File: config.mk
export PLATFORM = sky130hd
export DESIGN_NAME = coreriscv_axi4_meta_sched
export DESIGN_NICKNAME = d
export VERILOG_FILES = /design/src/rtl/coreriscv_axi4_meta_pkg.sv /design/src/rtl/coreriscv_axi4_rr_pick.sv /design/src/rtl/coreriscv_axi4_meta_sched.sv
export SDC_FILE = /design/constraint.sdc
export NUM_CORES = 1
export LEC_CHECK = 0
export CAP_MARGIN = 20
export CORE_MARGIN = 2
export CORE_UTILIZATION = 32
export DETAILED_ROUTE_END_ITERATION = 6
export PLACE_DENSITY = 0.86
export SLEW_MARGIN = 15
export SYNTH_ARGS = -nofsm -noshare
export SYNTH_HDL_FRONTEND = slang
export SYNTH_SLANG_ARGS = --single-unit
export TNS_END_PERCENT = 5
File: constraint.sdc
create_clock -name clk -period 1.24 [get_ports clk]
set_clock_uncertainty 0.1 [all_clocks]
set_input_delay 0.248 -clock clk [delete_from_list [all_inputs] [get_ports clk]]
set_output_delay 0.248 -clock clk [all_outputs]
set_load 0.05 [all_outputs]
File: src/rtl/coreriscv_axi4_meta_pkg.sv
// rtl/coreriscv_axi4_meta_pkg.sv - shared widths, requester count and chosen-index constants
package coreriscv_axi4_meta_pkg;

  localparam int IDX_W_DEF = 7;
  localparam int WAY_W_DEF = 1;
  localparam int N_REQ     = 3;

  localparam logic [1:0] CHOSEN_0  = 2'd0;
  localparam logic [1:0] CHOSEN_1  = 2'd1;
  localparam logic [1:0] CHOSEN_2  = 2'd2;
  localparam logic [1:0] PTR_RESET = CHOSEN_2;

  // Successor in the 0->1->2->0 ring; the unreachable value 3 behaves like 2.
  function automatic logic [1:0] rr_next(input logic [1:0] p);
    return (p >= CHOSEN_2) ? CHOSEN_0 : p + 2'd1;
  endfunction

endpackage

File: src/rtl/coreriscv_axi4_rr_pick.sv
// rtl/coreriscv_axi4_rr_pick.sv - combinational winner picker, round-robin under CORERISCV_AXI4_META_SCHED_RR_EN
module coreriscv_axi4_rr_pick
  import coreriscv_axi4_meta_pkg::*;
(
  input  logic [N_REQ-1:0] valid,
`ifdef CORERISCV_AXI4_META_SCHED_RR_EN
  input  logic [1:0]       ptr,
`endif
  output logic [N_REQ-1:0] grant,
  output logic [1:0]       idx
);

`ifdef CORERISCV_AXI4_META_SCHED_RR_EN
  logic [1:0] c0, c1, c2;

  assign c0 = rr_next(ptr);
  assign c1 = rr_next(c0);
  assign c2 = rr_next(c1);

  always_comb begin
    grant = '0;
    idx   = CHOSEN_0;
    if (valid[c0]) begin
      grant[c0] = 1'b1;
      idx       = c0;
    end else if (valid[c1]) begin
      grant[c1] = 1'b1;
      idx       = c1;
    end else if (valid[c2]) begin
      grant[c2] = 1'b1;
      idx       = c2;
    end
  end
`else
  always_comb begin
    grant = '0;
    idx   = CHOSEN_0;
    if (valid[0]) begin
      grant[0] = 1'b1;
      idx      = CHOSEN_0;
    end else if (valid[1]) begin
      grant[1] = 1'b1;
      idx      = CHOSEN_1;
    end else if (valid[2]) begin
      grant[2] = 1'b1;
      idx      = CHOSEN_2;
    end
  end
`endif

endmodule

File: src/rtl/coreriscv_axi4_meta_sched.sv
// rtl/coreriscv_axi4_meta_sched.sv - 3:1 metadata access arbiter with one-entry output register
// CORERISCV_AXI4_META_SCHED_RR_EN selects round-robin; otherwise fixed priority 0>1>2.
module coreriscv_axi4_meta_sched
  import coreriscv_axi4_meta_pkg::*;
#(
  parameter int IDX_W = IDX_W_DEF,
  parameter int WAY_W = WAY_W_DEF
) (
  input  logic             clk,
  input  logic             reset,
  input  logic             io_in_0_valid,
  output logic             io_in_0_ready,
  input  logic [IDX_W-1:0] io_in_0_bits_idx,
  input  logic [WAY_W-1:0] io_in_0_bits_way_en,
  input  logic             io_in_1_valid,
  output logic             io_in_1_ready,
  input  logic [IDX_W-1:0] io_in_1_bits_idx,
  input  logic [WAY_W-1:0] io_in_1_bits_way_en,
  input  logic             io_in_2_valid,
  output logic             io_in_2_ready,
  input  logic [IDX_W-1:0] io_in_2_bits_idx,
  input  logic [WAY_W-1:0] io_in_2_bits_way_en,
  output logic             io_out_valid,
  input  logic             io_out_ready,
  output logic [IDX_W-1:0] io_out_bits_idx,
  output logic [WAY_W-1:0] io_out_bits_way_en,
  output logic [1:0]       io_chosen
);

  logic             ld;
  logic             any_valid;
  logic [N_REQ-1:0] valid_vec;
  logic [N_REQ-1:0] grant;
  logic [1:0]       pick;
  logic [IDX_W-1:0] pick_idx;
  logic [WAY_W-1:0] pick_way;

  assign valid_vec = {io_in_2_valid, io_in_1_valid, io_in_0_valid};
  assign any_valid = |valid_vec;
  assign ld        = !io_out_valid || io_out_ready;

  assign io_in_0_ready = ld && grant[0];
  assign io_in_1_ready = ld && grant[1];
  assign io_in_2_ready = ld && grant[2];

`ifdef CORERISCV_AXI4_META_SCHED_RR_EN
  logic [1:0] ptr;

  coreriscv_axi4_rr_pick u_pick (
    .valid (valid_vec),
    .ptr   (ptr),
    .grant (grant),
    .idx   (pick)
  );

  // Pointer moves only when an access is actually taken.
  always_ff @(posedge clk or negedge reset) begin
    if (!reset) begin
      ptr <= PTR_RESET;
    end else if (ld && any_valid) begin
      ptr <= pick;
    end
  end
`else
  coreriscv_axi4_rr_pick u_pick (
    .valid (valid_vec),
    .grant (grant),
    .idx   (pick)
  );
`endif

  always_comb begin
    pick_idx = io_in_0_bits_idx;
    pick_way = io_in_0_bits_way_en;
    case (pick)
      CHOSEN_1: begin
        pick_idx = io_in_1_bits_idx;
        pick_way = io_in_1_bits_way_en;
      end
      CHOSEN_2: begin
        pick_idx = io_in_2_bits_idx;
        pick_way = io_in_2_bits_way_en;
      end
      default: begin
        pick_idx = io_in_0_bits_idx;
        pick_way = io_in_0_bits_way_en;
      end
    endcase
  end

  always_ff @(posedge clk or negedge reset) begin
    if (!reset) begin
      io_out_valid       <= 1'b0;
      io_out_bits_idx    <= '0;
      io_out_bits_way_en <= '0;
      io_chosen          <= CHOSEN_0;
    end else if (ld) begin
      io_out_valid <= any_valid;
      if (any_valid) begin
        io_out_bits_idx    <= pick_idx;
        io_out_bits_way_en <= pick_way;
        io_chosen          <= pick;
      end
    end
  end

endmodule

==> impl_metrics.env, run 1 <==
export IMPL_critPathKind="flop to output pin"
export IMPL_crit_fanout=3
export IMPL_p_per_area_nw_per_um2=952
export IMPL_regArea_um2=277
export IMPL_fmax_mhz=628
export IMPL_wl_met3_um=154
export IMPL_synthAdderAreaFrac=0
export IMPL_root_buffer="clkbuf_4"
export IMPL_route_detailed_drc=0
export IMPL_globalRouteOverflowTotal=0
export IMPL_critical_path_top_delay_family="flip-flops"
export IMPL_period_minus_slack_ps=1590
export IMPL_fin_util=0.743
export IMPL_die_w_um=50.0
export IMPL_firstDrtPassIters=4
export IMPL_min_path_type="input pin to asynchronous set/reset pin"
export IMPL_critPathArrivalTime_ps=1240
export IMPL_synthSimpleGateAreaFrac=0.280
export IMPL_rsz0062_at_grt="yes"
export IMPL_num_fill_cells=136
export IMPL_num_io_pins=44
export IMPL_synth_xor_area_share=0
export IMPL_switching_share=0.359
export IMPL_leakage_uw=0.000650
export IMPL_fin_ws_ps=-353
export IMPL_critPathCaptureType="output pin"
export IMPL_synth_cells=81
export IMPL_avgSynthCellArea_um2=8.37
export IMPL_drive_gt1_frac=0.341
export IMPL_core_area_um2=1980
export IMPL_cts_buffers_inserted=3
export IMPL_path_cells="nor2b_4 > nor3b_4 > buf_12"
export IMPL_clkPwrFrac=0.177
export IMPL_viasPerCell=5.00
export IMPL_crit_path_max_incr_delay_ps=410
export IMPL_grt_first_pass_wirelength_mm=3.70
export IMPL_portBuffers=43
export IMPL_synth_area_um2=678
export IMPL_antenna_cells=0
export IMPL_ys_seq_area_frac=0.406
export IMPL_hpwl_mm=1.83
export IMPL_drt_first_iter_violations=16
export IMPL_grt_total_usage=0.197
export IMPL_violations="negative setup slack"
export IMPL_wirelength_mm=2.37
export IMPL_final_antenna_net_count=0
export IMPL_synth_compound_area_frac=0.251
export IMPL_multi_input_area_um2=417
export IMPL_cap_violations=0
export IMPL_gp_congestion=0.819
export IMPL_clock_latency_ps=270
export IMPL_vdd_ir_drop_max_uv=819
export IMPL_wl_met1_um=934
export IMPL_post_route_period_util=1.28
export IMPL_cts_hold_buf=0
export IMPL_synthMuxAreaShare=0
export IMPL_area_growth_pct=117
export IMPL_slew_headroom=0.788
export IMPL_via_count=825
export IMPL_cts_max_level=1
export IMPL_yosysWarnings=0
export IMPL_die_height_um=50.0
export IMPL_pre_cts_slack_ps=-564
export IMPL_setup_violations=13
export IMPL_met2WireLength_mm=1.26
export IMPL_synth_top_family_by_area="simple AND/OR/NAND/NOR gates"
export IMPL_cts_tree="built"
export IMPL_mostFrequentLayoutCells="clkdlybuf4s50_1 (25), nand2_1 (17), buf_12 (14)"
export IMPL_ys_seq_elements=11
export IMPL_finalInstanceArea_um2=1470
export IMPL_switchingPower_uw=504
export IMPL_topRoutingLayerUsed="met4"
export IMPL_clock_path_buffers=2
export IMPL_rows=16
export IMPL_placed_cell_area_um2=1370
export IMPL_die_area_um2=2500
export IMPL_grt_max_degree=12
export IMPL_critical_path_required_ps=890
export IMPL_tightest_slew_ps=317
export IMPL_combPwrFrac=0.495
export IMPL_cp_start_kind="flop"
export IMPL_antenna_found_initial=0
export IMPL_outcome="finished with violations"
export IMPL_synth_cell_types=18
export IMPL_nets=169
export IMPL_grt_pass1_vias=809
export IMPL_hold_viol=0
export IMPL_wl_per_cell_um=14.4
export IMPL_internal_power_uw=898
export IMPL_drv_slew=0
export IMPL_path_clk_slew_ps=70
export IMPL_critPathSlowestCell="dfrtp_2"
export IMPL_synth_fp_nets=111
export IMPL_layout_commonest_cell="clkdlybuf4s50_1"
export IMPL_cts_sinks=11
export IMPL_initial_utilization=0.342
export IMPL_critPathBufInv=1
export IMPL_seq_power_share=0.328
[power groups by stage]
stage | Combinational [µW] | Sequential (µW) | Clock, µW
floorplan | 147 | 596 | 0
global placement | 657 | 462 | 0
detailed placement | 670 | 463 | 0
CTS | 686 | 459 | 249
global route | 723 | 464 | 269
finish | 694 | 460 | 248
[registers in the layout, indices dropped and copies added (netlist names)]
| signal | flops |
|---|---|
| io_out_bits_way_en | 1 |
| io_out_bits_idx | 7 |
| io_chosen | 2 |
| io_out_valid | 1 |
[cell families after synthesis]
logic type / Yosys count
AOI/OAI and AO/OA: 27
DFF: 11
and+or+nand+nor: 36
buffers and inverters: 7
[through the flow]
| stage | std cells | power [µW] | setup TNS [ps] | hold slack, ps |
|---|---|---|---|---|
| 2_1_floorplan | 81 | 743 | -1680 | -148 |
| 6_report | 165 | 1400 | -1580 | 173 |
| 4_1_cts | 163 | 1390 | -926 | 182 |
| 3_3_place_gp | 157 | 1120 | -6020 | 425 |
| 5_1_grt | 165 | 1460 | -2110 | 180 |
| 3_5_place_dp | 157 | 1130 | -6550 | 429 |
[synthesized netlist by cell type (all sizes together)]
library cell,n,area share
nand2,17,0.094
nor2b,1,0.0092
a31oi,8,0.074
and3,1,0.0092
a21o,9,0.10
clkbuf,4,0.022
a21oi,9,0.066
nand3b,9,0.10
nor3b,1,0.011
or3,1,0.0092
nand2b,1,0.0092
o21bai,1,0.011
nor2,3,0.017
dfrtp,11,0.41
and2,2,0.022
buf,3,0.041
[final timing paths]
path,startpoint,slack (ps),cells past startpoint,endpoint
min reg2reg,io_chosen[0],440,1,io_chosen[0]
max reg2reg,io_out_valid,-90,6,io_chosen[0]
max,io_out_valid,-350,3,io_in_1_ready
max in group asynchronous,reset,710,2,io_out_valid
min in group clk,io_in_2_valid,380,2,io_out_valid
min,reset,170,2,io_out_valid
[per-layer routing]
metal,global-route usage,up-vias
met5,0,-
met4,0.0370,0
met3,0.0636,2
met2,0.360,35
met1,0.221,387
li1,-,401
[cell type report]
cell class,count,share of cell area
clock buffers,4,0.0178
multi-input cells,63,0.283
flip-flops and latches,11,0.188
well taps,27,0.0229
repair buffers,60,0.489
[what timing repair did]
| item | CTS | global route |
|---|---|---|
| setup endpoints to repair | 14 | 13 |
| pin swaps | 3 | 2 |
| cloned | 0 | 0 |
| buffers inserted | 2 | 2 |
| resized for setup | 15 | 3 |
Power figures use the tool's default switching activity.
==> inputs of run 2 (changes only) <==
Settings changed: PLACE_DENSITY 0.86 to 0.79.
==> run 2 against run 1 <==
Effect of this change: the run still ends with negative setup slack left; fmax shrank 0.62%; sequential share of layout area rose by 0.32 points; global-route usage is 1.2 points higher; sequential cell count unchanged.
==> impl_metrics.env, run 2 (same netlist as run 1, synthesis figures left out) <==
export IMPL_cts_buffers_inserted=3
export IMPL_gp_congestion=0.828
export IMPL_core_area_um2=1980
export IMPL_crit_fanout=3
export IMPL_die_area_um2=2500
export IMPL_route_detailed_drc=0
export IMPL_combPwrFrac=0.495
export IMPL_finalInstanceArea_um2=1450
export IMPL_cp_start_kind="flop"
export IMPL_violations="negative setup slack"
export IMPL_top_register="io_out_bits_idx"
export IMPL_root_buffer="clkbuf_4"
export IMPL_total_power_uw=1380
export IMPL_cts_tree="built"
export IMPL_fmax_mhz=624
export IMPL_firstDrtPassIters=4
export IMPL_hpwl_mm=1.75
export IMPL_drt_first_iter_violations=24
export IMPL_critPathArrivalTime_ps=1250
export IMPL_setup_violations=10
export IMPL_seq_power_share=0.330
export IMPL_grt_max_degree=17
export IMPL_rsz0062_at_grt="yes"
export IMPL_placed_cell_area_um2=1370
export IMPL_slew_headroom=0.767
export IMPL_fin_ws_ps=-363
export IMPL_area_growth_pct=113
export IMPL_drv_slew=0
export IMPL_setup_tns_ps=-1020
export IMPL_portBuffers=43
export IMPL_grt_first_pass_wirelength_mm=3.91
export IMPL_antenna_cells=0
export IMPL_vdd_ir_drop_max_uv=746
export IMPL_clock_path_buffers=2
export IMPL_layout_commonest_cell="clkdlybuf4s50_1"
export IMPL_grt_total_usage=0.209
export IMPL_initial_utilization=0.342
export IMPL_internal_power_uw=892
export IMPL_cap_violations=0
export IMPL_stdcell_count=165
export IMPL_crit_path_max_incr_delay_ps=440
export IMPL_period_minus_slack_ps=1600
export IMPL_num_io_pins=44
export IMPL_rrSetupSlack_ps=-50
export IMPL_switchingPower_uw=488
export IMPL_path_cells="nor2b_4 > nor3b_4 > buf_12"
export IMPL_num_fill_cells=144
export IMPL_critical_path_required_ps=890
export IMPL_reg_top3="io_out_bits_idx x7, io_chosen x2"
export IMPL_critPathKind="flop to output pin"
export IMPL_rows=16
export IMPL_min_path_type="input pin to asynchronous set/reset pin"
export IMPL_antenna_found_initial=0
export IMPL_leakage_uw=0.000645
export IMPL_post_route_period_util=1.29
export IMPL_clock_latency_ps=270
export IMPL_mostFrequentLayoutCells="clkdlybuf4s50_1 (25), nand2_1 (17), buf_4 (15)"
export IMPL_switching_share=0.354
export IMPL_largest_register_ff_count=7
export IMPL_wl_per_cell_um=14.2
export IMPL_critPathBufInv=1
export IMPL_outcome="finished with violations"
export IMPL_critPathSlowestCell="dfrtp_2"
export IMPL_cts_sinks=11
export IMPL_drive_gt1_frac=0.319
export IMPL_die_w_um=50.0
export IMPL_viasPerCell=5.07
export IMPL_nets=169
export IMPL_via_count=837
export IMPL_p_per_area_nw_per_um2=954
export IMPL_final_antenna_net_count=0
export IMPL_place_inst=157
export IMPL_cts_hold_buf=0
export IMPL_die_height_um=50.0
export IMPL_critPathCaptureType="output pin"
export IMPL_hold_viol=0
export IMPL_cts_max_level=1
export IMPL_r2r_start="io_out_valid"
export IMPL_grt_pass1_vias=845
export IMPL_crit_start="io_out_valid"
export IMPL_tightest_slew_ps=349
export IMPL_wirelength_mm=2.35
export IMPL_path_clk_slew_ps=70
export IMPL_globalRouteOverflowTotal=0
export IMPL_clkPwrFrac=0.175
export IMPL_critical_path_top_delay_family="flip-flops"
[run 2: cell types whose count changed in the layout (fill, tap and decap cells not counted)]
cell,previous run,this run
buf_6,5,2
buf_8,1,0
a21oi_1,6,9
nor2_2,1,0
buf_4,11,15
nor2_4,0,1
a21oi_2,3,0
[run 2: layout make-up]
class | count | area, µm² | share of cell area
multi-input cells | 63 | 410 | 0.283
flip-flops and latches | 11 | 277 | 0.191
well taps | 27 | 33.8 | 0.0233
repair buffers | 60 | 701 | 0.484
clock buffers | 4 | 26.3 | 0.0182
[run 2: power by group through the flow]
| stage | clock (µW) | combinational, µW | sequential [µW] |
|---|---|---|---|
| 3_3_place_gp | 0 | 658 | 461 |
| 3_5_place_dp | 0 | 668 | 461 |
| 2_1_floorplan | 0 | 147 | 596 |
| 6_report | 242 | 684 | 455 |
| 5_1_grt | 270 | 717 | 462 |
| 4_1_cts | 250 | 685 | 455 |
[run 2: final timing paths]
kind,endpoint,cells after the start
worst max-delay path,io_in_1_ready,3
worst min-delay path,io_out_bits_idx[1],2
worst max register to register,io_chosen[0],5
worst min register to register,io_chosen[0],1
max in group asynchronous,io_out_valid,2
min in group clk,io_chosen[1],4
[run 2: repair_timing]
action                                  4_1_cts  5_1_grt
endpoints found under the setup margin       14       13
resized for setup                            11        0
setup buffers                                 4        0
pin swaps                                     2        0
[run 2: stage by stage]
step / hold WS [ps] / utilization / setup slack, ps
final: 178 / 0.730 / -363
after global routing: 178 / 0.730 / -402
after CTS: 173 / 0.730 / -365
after detailed placement: 445 / 0.689 / -578
after global placement: 424 / 0.689 / -550
after floorplan: -148 / - / -297
[run 2: metal layers]
metal  track usage  up-vias  wire length [µm]
li1              -      399                 -
met5             0        -                 0
met2         0.388       36              1220
met4        0.0417        0                25
met1         0.229      398               923
met3        0.0667        4               177
==> patch 1 (config.mk and constraints of run 1) <==
The package constant `IDX_W_DEF` goes from 7 to 6.
--- a/src/rtl/coreriscv_axi4_meta_pkg.sv
+++ b/src/rtl/coreriscv_axi4_meta_pkg.sv
@@ -1,7 +1,7 @@
 // rtl/coreriscv_axi4_meta_pkg.sv - shared widths, requester count and chosen-index constants
 package coreriscv_axi4_meta_pkg;
 
-  localparam int IDX_W_DEF = 7;
+  localparam int IDX_W_DEF = 6;
   localparam int WAY_W_DEF = 1;
   localparam int N_REQ     = 3;
 
Interface: changed (resized io_in_0_bits_idx, io_in_1_bits_idx, io_in_2_bits_idx and io_out_bits_idx); port bits go from 44 to 40. The function was not compared with the original's and may differ.
==> patch 1 against run 1 <==
The run still ends with setup timing left. Routed wire length fell by 5.9%. Cell area fell by 10%. Total power fell by 5.1%. Sequential cell count fell by 1. Count of clock-buffer cells in the layout did not move. Global-route usage rose by 2.2 points. Synthesized area fell by 10%. Worst setup slack improved by 0.027 ns. Sequential share of layout area rose by 0.22 points. Utilization rose by 0.73 points. Register-to-register slack improved by 0.06 ns. Die area fell by 9.5%. Critical path type unchanged. Critical endpoint unchanged. Largest power group unchanged.
==> patch 1: results (changes against run 1) <==
* Worst-path fanout max at 2 (-1)
* Fin Hold WS at 0.204 ns (+0.0309 ns)
* Count of input and output buffers at 39 (-9.3%)
* Cell Count Post-Placement at 139 (-11%)
* Worst EP arrival at 1.22 ns (-0.02 ns)
* P_leak at 0.000589 µW (-9.4%)
* Dpl ws at -0.522 ns (+0.0420 ns)
* Syn avg cell area at 8.33 µm² (-0.51%)
* Top cells by area, synth: dfrtp_1 (41%), a21o_1 (9.9%), nand3b_1 (9.9%)
* Met3 Use GR at 6.42% (+0.051 points)
* Max reg flops at 6 (-1)
* Clock latency on the worst-skew pair at 0.26 ns
* Design area at 1320 µm² (-10%)
* Seq/Total Area, Yosys at 41.2% (+0.56 points)
* Levels on crit path at 3 (unchanged)
* Metal1 wirelength at 835 µm (-11%)
* Global-route wire length before repair at 3.37 mm (-8.8%)
* Worst vdd ir at 0.000655 V (-20%)
* R2r worst-path depth at 5 (-1)
* Top cells by count, synth: nand2_1 (15), dfrtp_1 (10), a21o_1 (8), a21oi_1 (8), nand3b_1 (8)
* Final setup viols at 11 (-2)
* CP delay by family, top: flip-flops
* Setup TNS at -1.23 ns (+0.345 ns)
* R2r endpoint: io_out_bits_idx[3]
* Initial DRC Count at 14 (-2)
* Initial antenna violation count at 0 (unchanged)
* Vias in the first global route at 763 (-5.7%)
* Routed WL at 2.23 mm (-5.9%)
* Final worst slack at -0.326 ns (+0.0267 ns)
* Global-route track usage on met1 at 23.1% (+1.0 points)
* Longest Clk Path Bufs at 2 (unchanged)
* Clock transition at the registers of the reported paths at 0.07 ns (about the same)
* Met3 WL at 176 µm (+14%)
* Placed cell areas at 1220 µm² (-11%)
* Total Routing Usage GR at 21.9% (+2.2 points)
* Largest net degree at the start of global routing at 16 (+4)
* Worst Setup EP: io_in_1_ready
* Largest registers: io_out_bits_idx: 6 flops, io_chosen: 2 flops
* Sw frac at 34.4% (-1.5 points)
* Synth Net Count at 100 (-9.9%)
* Failing checks: setup timing
* Critical Path Source: io_out_valid
* Slew @ Worst Pin at 0.470 ns (+0.153 ns)
* Status: finished with violations
* Total CTS buffers at 3 (unchanged)
* R2R Setup Slk at -0.03 ns (+0.06 ns)
* Met2 Wirelength at 1.18 mm (-6.2%)
* GPL Wtd Cong at 0.803 (-1.9%)
* Worst r2r src: io_out_valid
* Vias/cell at 5.18 (+3.6%)
* Grt met2 use at 41.6% (+5.7 points)
* Post-Layout Cell Count at 148 (-10%)
* Post-DP HPWL at 1.60 mm (-13%)
* Fillers at 121 (-11%)
* Share of cells above drive strength 1 at 31.7% (-2.4 points)
[patch 1: cell types whose count changed after synthesis]
cell,before,now
nand2_1,17,15
nand3b_1,9,8
buf_6,2,1
dfrtp_1,11,10
a31oi_1,8,7
a21oi_1,9,8
a21o_1,9,8
[patch 1: cell families after synthesis]
group	share of synthesized area, %
compound gates	24.9
buf+inv	5.14
flops	41.2
simple gates	28.8
[patch 1: timing repair]
action	CTS	global route
resized for setup	12	1
setup buffers	5	0
pin swaps	4	0
setup endpoints to repair	13	12
[patch 1: cell type report]
type                            count  area, µm²  share of cell area (%)
Sequential cell                    10        251                    19.0
Multi-Input combinational cell     57        373                    28.2
Tap cell                           25       31.3                    2.36
Timing Repair Buffer               52        632                    47.7
Clock buffer                        4       36.3                    2.74
[patch 1: power by group through the flow]
stage	Clock [µW]	Combinational [µW]	Sequential, µW
3_3_place_gp	0	585	419
3_5_place_dp	0	596	421
4_1_cts	299	616	415
5_1_grt	317	648	419
6_report	292	620	418
2_1_floorplan	0	134	539
==> patch 2 (config.mk and constraints of run 1) <==
Made on the original files. Build with the macro `CORERISCV_AXI4_META_SCHED_RR_EN` defined.
--- a/src/rtl/coreriscv_axi4_rr_pick.sv
+++ b/src/rtl/coreriscv_axi4_rr_pick.sv
@@ -1,4 +1,6 @@
 // rtl/coreriscv_axi4_rr_pick.sv - combinational winner picker, round-robin under CORERISCV_AXI4_META_SCHED_RR_EN
+`define CORERISCV_AXI4_META_SCHED_RR_EN
+
 module coreriscv_axi4_rr_pick
   import coreriscv_axi4_meta_pkg::*;
 (
Function: changed (a bounded check fails within 4 cycles, from zero or initial values and one cycle with reset low).
==> patch 2 against run 1 <==
The flow still finishes with violations (setup timing). Synthesized area up 23%. Hold slack lost 0.074 ns. Routed wire length is 23% higher. Sequential cell count rose by 1. Largest cell class unchanged. Non-clock buffer count increased by 11. Utilization increased by 1.9 points. Worst setup slack lost 0.26 ns. Synthesized cell count decreased by 8.6%. First-iteration DRC count is 69% lower. Register-to-register slack got worse by 0.52 ns. Cell area up 28%.
Power is not compared: it rests on default switching activity, and its combinational part moved more than twofold at a synthesized area within 25%.
==> patch 2: results (changes against run 1) <==
* Share of cells above drive strength 1 at 59.4% (+25 points)
* Global-route wire length before repair at 4.39 mm (+19%)
* Setup TNS at -7.45 ns (-5.87 ns)
* Design area at 1890 µm² (+28%)
* Post-synthesis xor/xnor area fraction at 0% (unchanged)
* Largest registers: io_out_bits_idx: 7 flops, ptr: 2 flops
* Post-Synth Adder-Cell Area at 3.00% (+3.0 points)
* WL/cell at 16.8 µm (+17%)
* Count of input and output buffers at 43 (unchanged)
* DRT Pass-1 Iters at 2 (-2)
* Cell Count Post-Placement at 160 (+1.9%)
* Top cells by area, synth: dfrtp_1 (33%), o31ai_4 (15%), nor2b_1 (9.0%)
* Compound-Gate Fraction of Synth Area at 36.9% (+12 points)
* P_leak at 0.000781 µW
* Internal Power at 1740 µW
* Vias/cell at 5.17 (+3.5%)
* Slowest-stage cell, CP: dfstp_2
* Synth Net Count at 106 (-4.5%)
* Worst hold path class: in2async
* Worst-path fanout max at 4 (+1)
* Post-DP HPWL at 2.10 mm (+15%)
* Fillers at 153 (+13%)
* Vias in the first global route at 988 (+22%)
* Placed cell areas at 1680 µm² (+23%)
* CP delay by family, top: flip-flops
* Final setup viols at 16 (+3)
* Dpl ws at -1.08 ns (-0.512 ns)
* Diodes inserted at 0 (unchanged)
* Nets at 176 (+4.1%)
* Count of different cell masters after synthesis at 27 (+9)
* Top cells by count, synth: nor2b_1 (12), dfrtp_1 (11), a221oi_1 (8)
* GPL Wtd Cong at 0.700 (-14%)
* Seq/Total Area, Yosys at 36.1% (-4.5 points)
* Max stage delay on crit path at 0.59 ns (+0.18 ns)
* Slew @ Worst Pin at 0.353 ns (+0.0358 ns)
* Status: finished with violations
* Post-Layout Cell Count at 173 (+4.8%)
* Final worst slack at -0.617 ns (-0.264 ns)
* Failing checks: setup timing
* Synthesized instance count at 74 (-8.6%)
* Total Routing Usage GR at 21.3% (+1.5 points)
* R2r worst-path depth at 7 (+1)
* Clock transition at the registers of the reported paths at 0.08 ns
* Initial antenna violation count at 0 (unchanged)
* Initial DRC Count at 5 (-11)
[patch 2: changes by cell type after synthesis, moves of 3 or more]
cell and delta:
nand2_1 -16, nor2b_1 +11, a21o_1 -9, nand3b_1 -9
a21oi_1 -8, a221oi_1 +8, a31oi_1 -8, o21ai_0 +7
o31ai_4 +6, a22o_1 +3
[patch 2: what timing repair did]
item                                    4_1_cts  5_1_grt
buffers inserted                              9        0
endpoints found under the setup margin       17       17
pin swaps                                    11        1
resized for setup                            25        2
[patch 2: cell families after synthesis]
group | count (synthesis)
AO/OA/AOI/OAI | 30
adder cells (fa/ha/maj) | 2
buffers and inverters | 8
flip-flops | 12
AND/OR/NAND/NOR | 22
[patch 2: power by group through the flow]
stage	Sequential (µW)	Combinational, µW	Clock [µW]
final	616	1980	307
after global placement	608	1710	0
after detailed placement	612	1750	0
after CTS	612	1980	312
after floorplan	863	772	0
after global routing	626	2070	342
[patch 2: path summary, 6_finish.rpt]
path,from,endpoint,slack [ns]
max in group asynchronous,reset,io_out_bits_idx[6],0.56
min reg2reg,io_chosen[1],io_chosen[1],0.48
max reg2reg,ptr[1],io_out_bits_idx[6],-0.61
min,reset,io_out_bits_idx[4],0.1
min in group clk,io_chosen[1],io_chosen[1],0.48
max,ptr[1],io_in_2_ready,-0.62
[patch 2: layout make-up]
class                   instances  area share, %
flip-flops and latches         12           16.0
clock buffers                   4           1.92
well taps                      30           1.99
inverters                       2          0.398
multi-input cells              54           38.0
repair buffers                 71           41.7
[patch 2: per-layer routing]
metal / share of wire (%) / GRT usage (%) / vias up
li1: - / - / 420
met1: 37 / 21.7 / 436
met2: 56 / 42.9 / 35
met3: 5.5 / 3.23 / 4
met4: 1.6 / 7.32 / 0
met5: 0 / 0 / -
